[config.mk]
export PLATFORM = sky130hd
export DESIGN_NAME = word_serializer
export DESIGN_NICKNAME = d
export VERILOG_FILES = /design/src/rtl/word_serializer.sv
export SDC_FILE = /design/constraint.sdc
export NUM_CORES = 1
export LEC_CHECK = 0
export CELL_PAD_IN_SITES_DETAIL_PLACEMENT = 1
export CELL_PAD_IN_SITES_GLOBAL_PLACEMENT = 1
export CORE_ASPECT_RATIO = 1.25
export CORE_MARGIN = 2
export CORE_UTILIZATION = 27
export DETAILED_ROUTE_END_ITERATION = 8
export PLACE_DENSITY_LB_ADDON = 0.1
export RECOVER_POWER = 100
export SLEW_MARGIN = 20
export SYNTH_ARGS = -nofsm -noshare
export SYNTH_HDL_FRONTEND = slang
export SYNTH_SLANG_ARGS = --single-unit
export TNS_END_PERCENT = 50
[constraint.sdc]
create_clock -name clk -period 5.1 [get_ports clk]
set_clock_uncertainty 0.15 [all_clocks]
set_input_delay 0.51 -clock clk [delete_from_list [all_inputs] [get_ports clk]]
set_output_delay 0.51 -clock clk [all_outputs]
set_load 0.05 [all_outputs]
[src/rtl/word_serializer.sv]
// word_serializer: buffers words in a small FIFO and emits them as SYM_W-bit symbols, LSB- or MSB-first
module word_serializer #(
   parameter int WORD_W    = 16,
   parameter int SYM_W     = 8,
   parameter int DEPTH     = 2,
   parameter bit MSB_FIRST = 1'b0
) (
   input  logic                          clk,
   input  logic                          rst_n,
   input  logic                          ce,
   input  logic                          in_valid,
   output logic                          in_ready,
   input  logic [WORD_W-1:0]             in_word,
   output logic                          out_valid,
   input  logic                          out_ready,
   output logic [SYM_W-1:0]              out_sym,
   output logic                          out_first,
   output logic                          out_last,
   output logic [$clog2(DEPTH+2)-1:0]    level
);
   localparam int N  = WORD_W / SYM_W;
   localparam int IW = (N > 1) ? $clog2(N) : 1;
   localparam int PW = (DEPTH > 1) ? $clog2(DEPTH) : 1;
   localparam int CW = $clog2(DEPTH + 1);
   localparam int LW = $clog2(DEPTH + 2);

   if ((WORD_W % SYM_W) != 0 || N < 2 || DEPTH < 1) begin : g_param_check
      $error("word_serializer: WORD_W must be a multiple of SYM_W, N >= 2, DEPTH >= 1");
   end

   logic [N-1:0][SYM_W-1:0] mem [DEPTH];
   logic [N-1:0][SYM_W-1:0] hold;
   logic                    hold_valid;
   logic [IW-1:0]           idx;
   logic [IW-1:0]           sel;
   logic [PW-1:0]           wr_ptr;
   logic [PW-1:0]           rd_ptr;
   logic [CW-1:0]           count;
   logic                    acc;
   logic                    snd;
   logic                    last;
   logic                    hold_free;
   logic                    pop;
   logic                    bypass;
   logic                    push;

   // in_ready looks only at the registered FIFO count, so a full FIFO stays closed during its pop cycle
   assign in_ready  = ce & rst_n & (count != CW'(DEPTH));
   assign out_valid = ce & hold_valid;
   assign acc       = in_valid & in_ready;
   assign snd       = out_valid & out_ready;
   assign last      = idx == IW'(N - 1);
   assign hold_free = ~hold_valid | (snd & last);
   assign pop       = hold_free & (count != '0);
   assign bypass    = acc & hold_free & (count == '0);
   assign push      = acc & ~bypass;
   assign sel       = MSB_FIRST ? IW'(N - 1) - idx : idx;
   assign out_sym   = out_valid ? hold[sel] : '0;
   assign out_first = out_valid & (idx == '0);
   assign out_last  = out_valid & last;
   assign level     = LW'(count) + LW'(hold_valid);

   // FIFO storage needs no reset: entries are only read after being written
   always_ff @(posedge clk) begin
      if (ce & push) mem[wr_ptr] <= in_word;
   end

   // pointers, count and holding register; the holding register reloads from the FIFO head first, else bypasses in_word
   always_ff @(posedge clk or negedge rst_n) begin
      if (!rst_n) begin
         wr_ptr     <= '0;
         rd_ptr     <= '0;
         count      <= '0;
         hold       <= '0;
         hold_valid <= 1'b0;
         idx        <= '0;
      end else if (ce) begin
         if (push) wr_ptr <= (wr_ptr == PW'(DEPTH - 1)) ? '0 : wr_ptr + 1'b1;
         if (pop) rd_ptr <= (rd_ptr == PW'(DEPTH - 1)) ? '0 : rd_ptr + 1'b1;
         count <= count + CW'(push) - CW'(pop);
         if (pop) begin
            hold       <= mem[rd_ptr];
            hold_valid <= 1'b1;
            idx        <= '0;
         end else if (bypass) begin
            hold       <= in_word;
            hold_valid <= 1'b1;
            idx        <= '0;
         end else if (snd) begin
            hold_valid <= ~last;
            idx        <= last ? '0 : idx + 1'b1;
         end
      end
   end
endmodule

==> summary.txt, run 1 <==
Outcome
  • Status: finished, final reports clean

Clock tree
  • CTS H-tree depth: 2
  • Clock buffer count from CTS: 5
  • Post-CTS Setup Bufs: 0
  • Hold_buf cts: 0
  • Clock transition at path regs: roughly 90 ps
  • Clock Latency Late Sink: about 300 ps
  • CTS tree: built
  • CTS Buffer Depth: 2
  • PostCTS Resize Cnt: 0
  • Root Driver: clkbuf_8
  • CTS sink cnt: 54

Synthesis
  • Mapped Area: 0.00243 mm²
  • Mean cell area of the mapped netlist: 14.1 µm²
  • Synth Area in Adders: around 1.5%
  • Compound-Gate Fraction of Synth Area: 13.2%
  • Syn nets: 196
  • Post-synth top area share: about two fifths
  • Synth area leader: edfxtp_1
  • Synth Register Bits: 54
  • Cells after Synth: 172
  • Seq/Total Area, Yosys: 62.3%
  • Top cells by area, synth: edfxtp_1, dfrtp_1, mux2_2, a2bb2oi_1, o22ai_1
  • Yosys cell types: 35
  • Synth Area in Simple Gates: 5.88%
  • Post-synthesis mux area share: 11.1%
  • Ys Warns: 0
  • Largest family of logic cells by synthesized area: compound AO/OA/AOI/OAI gates
  • XOR/XNOR Fraction of Synth Area: 1.44%

Worst hold path
  • HP Start: hold[14]
  • Hold WC Path Type: register to register

STA
  • Final period utilization: about three quarters
  • Setup tns final: 0 ps
  • RSZ-0062 raised after global routing: false
  • Post-route setup slack: around 1200 ps
  • Final Hold Viols: 0
  • Final Slew Violations: 0
  • Worst slew margin: 6.29%
  • F_max: between 200 and 300 MHz
  • Setup Viol. Count Final: 0
  • Post-layout min period: between 3000 and 4000 ps
  • Slew @ Worst Pin: about 1400 ps
  • Hold slack: approximately 410 ps

Power and ir drop
  • PD cells: 574 mW/mm²
  • Tot Pwr: 1700 µW
  • Clk network pwr share: 19.5%
  • Sw Share: 38.0%
  • NetSw: 646 µW
  • Flop pwr share: 39.9%
  • VDD IR max: 0.000389 V
  • Logic gate share of total power: 40.6%
  • Leak: 0.00110 µW
  • Int Power: 1050 µW

Critical path
  • Reg2Reg Setup Slack: roughly 2200 ps
  • Kind of critical path: input pin to register
  • Setup crit start: rst_n
  • Crit. End Element: register
  • Cells on worst reg2reg path: 8
  • Critical R2R Launch: count[1]
  • R2R Path End: count[1]
  • Critical path startpoint category: input pin
  • Max Fanout on Critical Path: 27
  • Req. time, crit path: 4880 ps
  • WP data arrival: about 3700 ps
  • Worst setup endpoint: mem[0][15]

Place
  • Port bufs: 34
  • GP Congestion: 0.681
  • Pre-CTS WS: 1670 ps
  • Post-DP HPWL: between 3 and 4 mm

Floorplanning
  • Die W: ~89 µm
  • Die Height: between 100 and 150 µm
  • Row count: 38
  • Starting Density: 27.9%
  • I/O pins: 35
  • Core Region: 0.00870 mm²
  • Die footprint: 0.00976 mm²

Global route
  • Initial antenna violation count: 0
  • All-Layer GR Usage: 12.3%
  • GRT Residual Overflow: 0
  • Vias in the first global route: 1669
  • Pin count of the biggest net entering global routing: 28
  • First-pass GRT wire length: 8.95 mm

Final layout
  • Antenna cells: 0
  • Area Growth Syn to Fin: 22.1%
  • FF/Latch Area: 0.00151 mm²
  • Fillers: 942
  • Final #Nets: 228
  • Share of cells above drive strength 1: 13.7%
  • Area of the multi-input gates: 802 µm²

Route
  • Post-DR wirelength/cell: approximately 17 µm
  • Vias: 1472
  • DRC violations left: 0
  • Total wire length: 5.62 mm
  • Drt first pass iters: 4
  • DR vias/cell: between 4 and 5
  • Antenna Violating Nets Remaining: 0
  • Starting DRT DRC Count: 76

Flow run
  • Max Cap Viol: 0
[critical path, cell delays in order]
cell and delay, ps:
dlygate4sd3_1 520, clkbuf_1 1020, nand3_1 310, or2_2 390
nor2_1 90, clkbuf_1 820
[cells in the final DEF (no fill, tap or decap), types with 2 or more instances in the layout]
cell             synthesis  final
a21oi_1                  2      2
clkbuf_8                 0      5
bufinv_16                0      2
mux2_2                  16     16
inv_1                    3      3
nand2_1                  5      5
or2_2                    2      2
xor2_1                   3      3
o21ai_0                  3      3
mux2i_1                  9      9
nand3_1                  2      2
edfxtp_1                32     32
a2bb2oi_1               16     16
ha_1                     3      3
clkdlybuf4s50_1          0      3
clkbuf_1                 1      4
dfrtp_1                 22     22
nor2_1                  10     11
o22ai_1                 16     16
dlygate4sd3_1            0     31
[synthesized netlist by cell type]
master and number:
nand4_1 1, o311ai_0 1, or2_2 2, nand4bb_1 1, a21oi_1 2, nor2_1 10
clkbuf_1 1, xnor2_1 1, o22ai_1 16, nor3b_1 1, and3_1 1, buf_2 6
buf_8 1, o21ai_0 3, xor2_1 3, a211o_1 1, dfrtp_1 22, a21bo_2 1
nor2_2 1, edfxtp_1 32, mux2_2 16, a2bb2oi_1 16, nand2_1 5, a22o_2 1
o21a_1 1, a22o_1 1, ha_1 3, and2_1 1, and3_4 1, nand3_1 2
clkbuf_2 1, buf_6 4, mux2i_1 9, and3b_1 1, inv_1 3
[metal layers]
| metal | track usage [%] | wire length (µm) |
|---|---|---|
| met5 | 0 | 0 |
| met1 | 15.5 | 2490 |
| met3 | 2.61 | 229 |
| met4 | 4.33 | 70 |
| met2 | 20.8 | 2830 |
[registers in the layout, indices dropped and copies added (netlist names)]
signal,cells
mem,32
hold_valid,1
rd_ptr,1
wr_ptr,1
count,2
hold,16
idx,1
[power groups by stage]
| stage | registers (µW) | logic (µW) | clock network, µW |
|---|---|---|---|
| after floorplan | 612 | 607 | 0 |
| after global placement | 688 | 717 | 0 |
| after detailed placement | 692 | 725 | 0 |
| after CTS | 682 | 730 | 344 |
| after global routing | 696 | 750 | 361 |
| final | 678 | 690 | 332 |
[per-stage QoR]
step	util, %	area [µm²]	std cells
after floorplan	-	2430	172
after global placement	32.8	2850	317
after detailed placement	32.8	2850	317
after CTS	34.3	2990	325
after global routing	34.1	2960	325
final	34.1	2960	325
[area by class of cell]
type                            count  area share, %
Multi-Input combinational cell    102           27.1
Timing Repair Buffer               38           12.0
Clock inverter                      3           2.15
Inverter                            3          0.380
Sequential cell                    54           51.0
Tap cell                          120           5.07
Clock buffer                        5           2.32
[worst min path at each step]
| stage | to | slack [ps] | cells past startpoint |
|---|---|---|---|
| finish | hold[14] | 410 | 1 |
| global route | hold[2] | 430 | 1 |
| CTS | hold[0] | 410 | 2 |
| detailed placement | hold[10] | 390 | 1 |
| global placement | hold[14] | 380 | 1 |
| floorplan | count[0] | 60 | 0 |
[logic make-up (layout without fill, tap and decap cells)]
kind of cell | Yosys count | in the layout
DFF | 54 | 54
muxes | 25 | 25
and+or+nand+nor | 27 | 27
xor gates and xnor gates | 4 | 4
adders and majority gates | 3 | 3
AOI/OAI and AO/OA | 43 | 43
buffers and inverters | 16 | 49
Power figures use the tool's default switching activity.
==> run 2: changes to the inputs <==
==> constraint.sdc (replaced) <==
create_clock -name clk -period 3.3 [get_ports clk]
set_clock_uncertainty 0.15 [all_clocks]
set_input_delay 0.33 -clock clk [delete_from_list [all_inputs] [get_ports clk]]
set_output_delay 0.33 -clock clk [all_outputs]
set_load 0.05 [all_outputs]
==> run 2 against run 1 <==
Setup slack worse by 720 ps. Critical path depth decreased by 2. Non-clock buffer count up 2. Register-to-register slack worse by 1700 ps. Utilization shrank 0.56 points. Sequential power is 55% higher. Hold slack got worse by 24 ps. Die area stayed put. Via count grew 3.9%. Clock power rose by 7.8%. Global-route usage grew 0.27 points. Critical endpoint is now mem[1][15].
==> summary.txt, run 2 (synthesis gave the netlist of run 1 again) <==
Floorplanning
  • I/O pins: 35
  • Die W: around 89 µm
  • Die footprint: around 0.01 mm²
  • Die Height: approximately 110 µm
  • Row count: 38
  • Starting Density: 27.9%
  • Core Region: 0.00870 mm²

Critical path
  • Slowest cell on the critical path: clkbuf_1
  • R2R Path End: mem[1][15]
  • Cells on worst reg2reg path: 4
  • Req. time, crit path: 3070 ps
  • Critical R2R Launch: idx
  • Setup crit start: idx
  • Critical-path cell list: a21bo_1, o21a_1, nor3b_1, clkbuf_1
  • Kind of critical path: register to register
  • Reg2Reg Setup Slack: 500 ps
  • Critical path buffer and inverter count: 1
  • Critical path startpoint category: register
  • CP max stage delay: 850 ps
  • CP delay by family, top: buffers and inverters
  • Max Fanout on Critical Path: 16
  • Crit. End Element: register
  • WP data arrival: 2570 ps

Place
  • Port bufs: 34
  • Pre-CTS WS: roughly 540 ps
  • GP Congestion: 0.791
  • Post-DP HPWL: between 3 and 4 mm

Final layout
  • Biggest register: mem
  • Share of cells above drive strength 1: 15.5%
  • Max FFs per register: 32
  • Antenna cells: 0
  • Commonest non-fill, non-tap cell in the layout: edfxtp_1
  • Final #Nets: 230
  • Area Growth Syn to Fin: 20.1%
  • Commonest non-fill, non-tap cells in the layout: edfxtp_1, dlygate4sd3_1, dfrtp_1
  • Largest regs: mem: 32 flops, hold: 16 flops, count: 2 flops

Power and ir drop
  • PD cells: between 800 and 900 mW/mm²
  • Clk network pwr share: 14.4%
  • Flop pwr share: 42.2%
  • NetSw: 1010 µW
  • Logic gate share of total power: between 40% and 50%
  • Leak: 0.00107 µW
  • Int Power: 1470 µW
  • Sw Share: 40.8%
  • VDD IR max: 0.000458 V

STA
  • RSZ-0062 raised after global routing: false
  • Final Slew Violations: 0
  • Setup tns final: 0 ps
  • Final Hold Viols: 0
  • Worst slew margin: around a quarter
  • F_max: 357 MHz
  • Post-layout min period: 2800 ps
  • Post-route setup slack: 503 ps
  • Slew @ Worst Pin: 1110 ps
  • Setup Viol. Count Final: 0
  • Final period utilization: 84.8%

Route
  • Starting DRT DRC Count: between 60 and 70
  • Antenna Violating Nets Remaining: 0
  • Post-DR wirelength/cell: between 15 and 20 µm
  • DR vias/cell: 4.69
  • Total wire length: just under 6 mm
  • Drt first pass iters: 4
  • Vias: between 1.5k and 2k
  • DRC violations left: 0

Global route
  • Met3 Usage GRT: 2.38%
  • GRT busiest layer: met2
  • Vias in the first global route: 1736
  • Initial antenna violation count: 0
  • Met1 Use GR: 15.4%
  • All-Layer GR Usage: 12.6%
  • GRT Residual Overflow: 0
  • Pin count of the biggest net entering global routing: 27
  • GR Layer Usage met2: 22.7%
  • First-pass GRT wire length: 9.20 mm

Clock tree
  • Clock Latency Late Sink: 300 ps
  • CTS Buffer Depth: 2
  • CTS tree: built
  • Clock transition at path regs: 100 ps
  • CTS sink cnt: 54
  • Hold_buf cts: 0
  • CTS H-tree depth: 2
  • PostCTS Resize Cnt: 0
  • Clock buffer count from CTS: 5
  • Post-CTS Setup Bufs: 0
  • Root Driver: clkbuf_8

Outcome
  • Status: finished, final reports clean

Flow run
  • Max Cap Viol: 0

Worst hold path
  • Hold WC Path Type: input pin to asynchronous set/reset pin
run 2: cell count changes in the layout (fill, tap and decap cells not counted), moves of 2 or more:
cell | before | now
bufinv_16 | 2 | 0
buf_4 | 0 | 4
dlygate4sd3_1 | 31 | 27
clkbuf_1 | 4 | 6
clkinvlp_4 | 0 | 2
run 2: worst max path at each step:
stage | end | slack [ps] | cells past startpoint
floorplan | mem[1][0] | 590 | 4
global placement | count[1] | 650 | 10
detailed placement | count[1] | 540 | 10
CTS | out_sym[1] | 530 | 3
global route | mem[1][7] | 340 | 4
finish | mem[1][15] | 500 | 4
run 2: area by class of cell:
class                   count  area, µm²
flip-flops and latches     54       1510
well taps                 120        150
multi-input cells         102        805
fillers                   925       5790
clock buffers               5       68.8
clock inverters             2       15.0
repair buffers             40        353
inverters                   3       11.3
run 2: through the flow:
stage	util (%)	area (µm²)	power (µW)	cells	hold WS [ps]
6_report	33.5	2910	2480	326	389
5_1_grt	33.5	2910	2640	326	424
4_1_cts	33.8	2940	2570	326	330
3_5_place_dp	32.8	2860	2200	319	391
3_3_place_gp	32.8	2860	2170	319	381
2_1_floorplan	-	2430	1880	172	-116
run 2: power groups by stage:
stage          combinational, µW  sequential (µW)  clock (µW)
2_1_floorplan                937              945           0
5_1_grt                     1170             1080         390
4_1_cts                     1140             1050         372
6_report                    1080             1050         358
3_5_place_dp                1130             1070           0
3_3_place_gp                1110             1060           0
run 2: routing by layer:
metal | share of wire, % | up-vias | wire (µm)
met5 | 0 | - | 0
met4 | 0.50 | 0 | 29
met3 | 3.3 | 2 | 190
met2 | 54 | 30 | 3140
met1 | 42 | 777 | 2470
li1 | - | 721 | -
==> run 3: changes to the inputs <==
==> constraint.sdc (replaced) <==
create_clock -name clk -period 2.4 [get_ports clk]
set_clock_uncertainty 0.15 [all_clocks]
set_input_delay 0.24 -clock clk [delete_from_list [all_inputs] [get_ports clk]]
set_output_delay 0.24 -clock clk [all_outputs]
set_load 0.05 [all_outputs]
==> run 3 against run 2 <==
Routed wire length up 3.8%. Sequential cell count stayed put. Cell count increased by 4.0%. Combinational power grew 56%. Critical path type is now register to primary output.
==> summary.txt, run 3 (synthesis gave the netlist of run 1 again) <==
Floorplanning
  • Row count: 38
  • Die footprint: 0.00976 mm²
  • Die Height: 110 µm
  • Core Region: a little under 0.009 mm²
  • Die W: approximately 89 µm
  • Starting Density: 27.9%
  • I/O pins: 35

Critical path
  • Slowest cell on the critical path: clkdlybuf4s50_1
  • Setup crit start: hold_valid
  • Critical R2R Launch: idx
  • WP data arrival: 1910 ps
  • CP max stage delay: 800 ps
  • Max Fanout on Critical Path: 7
  • Crit. End Element: primary output
  • Cells on worst reg2reg path: 9
  • R2R Path End: count[1]
  • Reg2Reg Setup Slack: 200 ps
  • Critical-path cell list: buf_4, ha_1, clkdlybuf4s50_1
  • Critical Path Stages: 3
  • Worst setup endpoint: level[0]
  • Critical path startpoint category: register
  • Kind of critical path: register to primary output
  • Req. time, crit path: ~2000 ps
  • Critical path buffer and inverter count: 2
  • CP delay by family, top: buffers and inverters

Final layout
  • Commonest non-fill, non-tap cells in the layout: edfxtp_1, dfrtp_1, dlygate4sd3_1
  • Share of cells above drive strength 1: 23.7%
  • Biggest register: mem
  • Area Growth Syn to Fin: 25.5%
  • Post-route cell area: 0.00305 mm²
  • Max FFs per register: 32
  • Largest regs: mem: 32 flops, hold: 16 flops, count: 2 flops
  • Fillers: 920
  • Final #Nets: 242
  • Antenna cells: 0
  • Commonest non-fill, non-tap cell in the layout: edfxtp_1

Place
  • GP Congestion: ~0.8
  • Post-DP HPWL: roughly 4.3 mm
  • Cell Area, Placed: 0.00308 mm²
  • Pre-CTS WS: -183 ps
  • Port bufs: 34

Clock tree
  • Post-CTS Setup Bufs: 0
  • Clock buffer count from CTS: 5
  • Clock Latency Late Sink: around 300 ps
  • Clock transition at path regs: 90 ps
  • Hold_buf cts: 0
  • CTS Buffer Depth: 2
  • Root Driver: clkbuf_8
  • PostCTS Resize Cnt: 0
  • CTS H-tree depth: 2
  • CTS sink cnt: 54
  • CTS tree: built

Global route
  • First-pass GRT wire length: 9.54 mm
  • Initial antenna violation count: 0
  • Pin count of the biggest net entering global routing: 27
  • GRT Residual Overflow: 0
  • Vias in the first global route: 1814
  • All-Layer GR Usage: 13.1%

Route
  • Total wire length: slightly above 6 mm
  • Post-DR wirelength/cell: 17.8 µm
  • DRC violations left: 0
  • Drt first pass iters: 4
  • DR vias/cell: 4.76
  • Met3 wire length: 181 µm
  • Top Metal Used: met4
  • Met2 WL: 3.24 mm
  • Antenna Violating Nets Remaining: 0
  • M1 WL: roughly 2.5 mm
  • Starting DRT DRC Count: 41
  • Vias: 1614

STA
  • Worst slew margin: between 30% and 40%
  • Setup Viol. Count Final: 0
  • Final Slew Violations: 0
  • Final Hold Viols: 0
  • F_max: 434 MHz
  • Final period utilization: 96.0%
  • Post-layout min period: 2300 ps
  • Post-route setup slack: about 97 ps
  • RSZ-0062 raised after global routing: false
  • Slew @ Worst Pin: 911 ps

Worst hold path
  • Hold WC Path Type: input pin to asynchronous set/reset pin

Outcome
  • Status: finished, final reports clean

Power and ir drop
  • Logic gate share of total power: between 40% and 50%
  • Clk network pwr share: 19.6%
  • PD cells: 1220 mW/mm²
  • Int Power: 2320 µW
  • VDD IR max: a little under 0.0006 V
  • Flop pwr share: 35.3%
  • Leak: 0.00119 µW
  • NetSw: 1410 µW
  • Sw Share: 37.8%

Flow run
  • Max Cap Viol: 0
==> run 3: layer usage <==
layer	global-route usage (%)	vias to the layer above
li1	-	747
met1	16.0	829
met2	23.2	31
met3	2.23	7
met4	4.33	0
met5	0	-
==> run 3: power groups by stage <==
| stage | clock network [µW] | logic (µW) | registers, µW |
|---|---|---|---|
| 2_1_floorplan | 0 | 1290 | 1300 |
| 3_3_place_gp | 0 | 1940 | 1330 |
| 3_5_place_dp | 0 | 1990 | 1340 |
| 4_1_cts | 761 | 2000 | 1320 |
| 5_1_grt | 788 | 1820 | 1340 |
| 6_report | 730 | 1680 | 1310 |
==> run 3: final cells by class <==
cell class	count	area, µm²	share of cell area (%)
inverter	3	11.3	0.370
timing repair buffer	52	428	14.1
multi-input combinational	102	802	26.3
sequential	54	1510	49.6
tap	120	150	4.93
clock buffer	6	82.6	2.71
clock inverter	2	60.1	1.97
==> run 3: worst reg2reg max path, delay by kind of cell, from the launching register on <==
family	cells	cell delay, ps
AO/OA/AOI/OAI	1	210
XOR/XNOR	2	280
adder cells (fa/ha/maj)	2	400
buffers and inverters	2	440
flip-flops	1	360
AND/OR/NAND/NOR	2	240
==> run 3: per-stage QoR <==
step                setup TNS, ps  instances  hold WS [ps]  util, %  total power (µW)
floorplan                       0        172          -206        -              2590
global placement            -94.1        331           377     35.3              3270
detailed placement           -234        331           383     35.3              3330
CTS                             0        339           233     37.0              4080
global route                    0        339           332     35.0              3960
finish                          0        339           298     35.0              3730
==> run 3: worst min path at each step <==
stage | startpoint | to | slack (ps) | depth (start not counted)
after detailed placement | hold[4] | hold[4] | 380 | 1
after CTS | rst_n | count[0] | 230 | 2
final | rst_n | hold_valid | 300 | 2
after floorplan | rst_n | count[0] | -210 | 0
after global placement | hold[9] | hold[9] | 380 | 1
after global routing | rst_n | hold[4] | 330 | 2
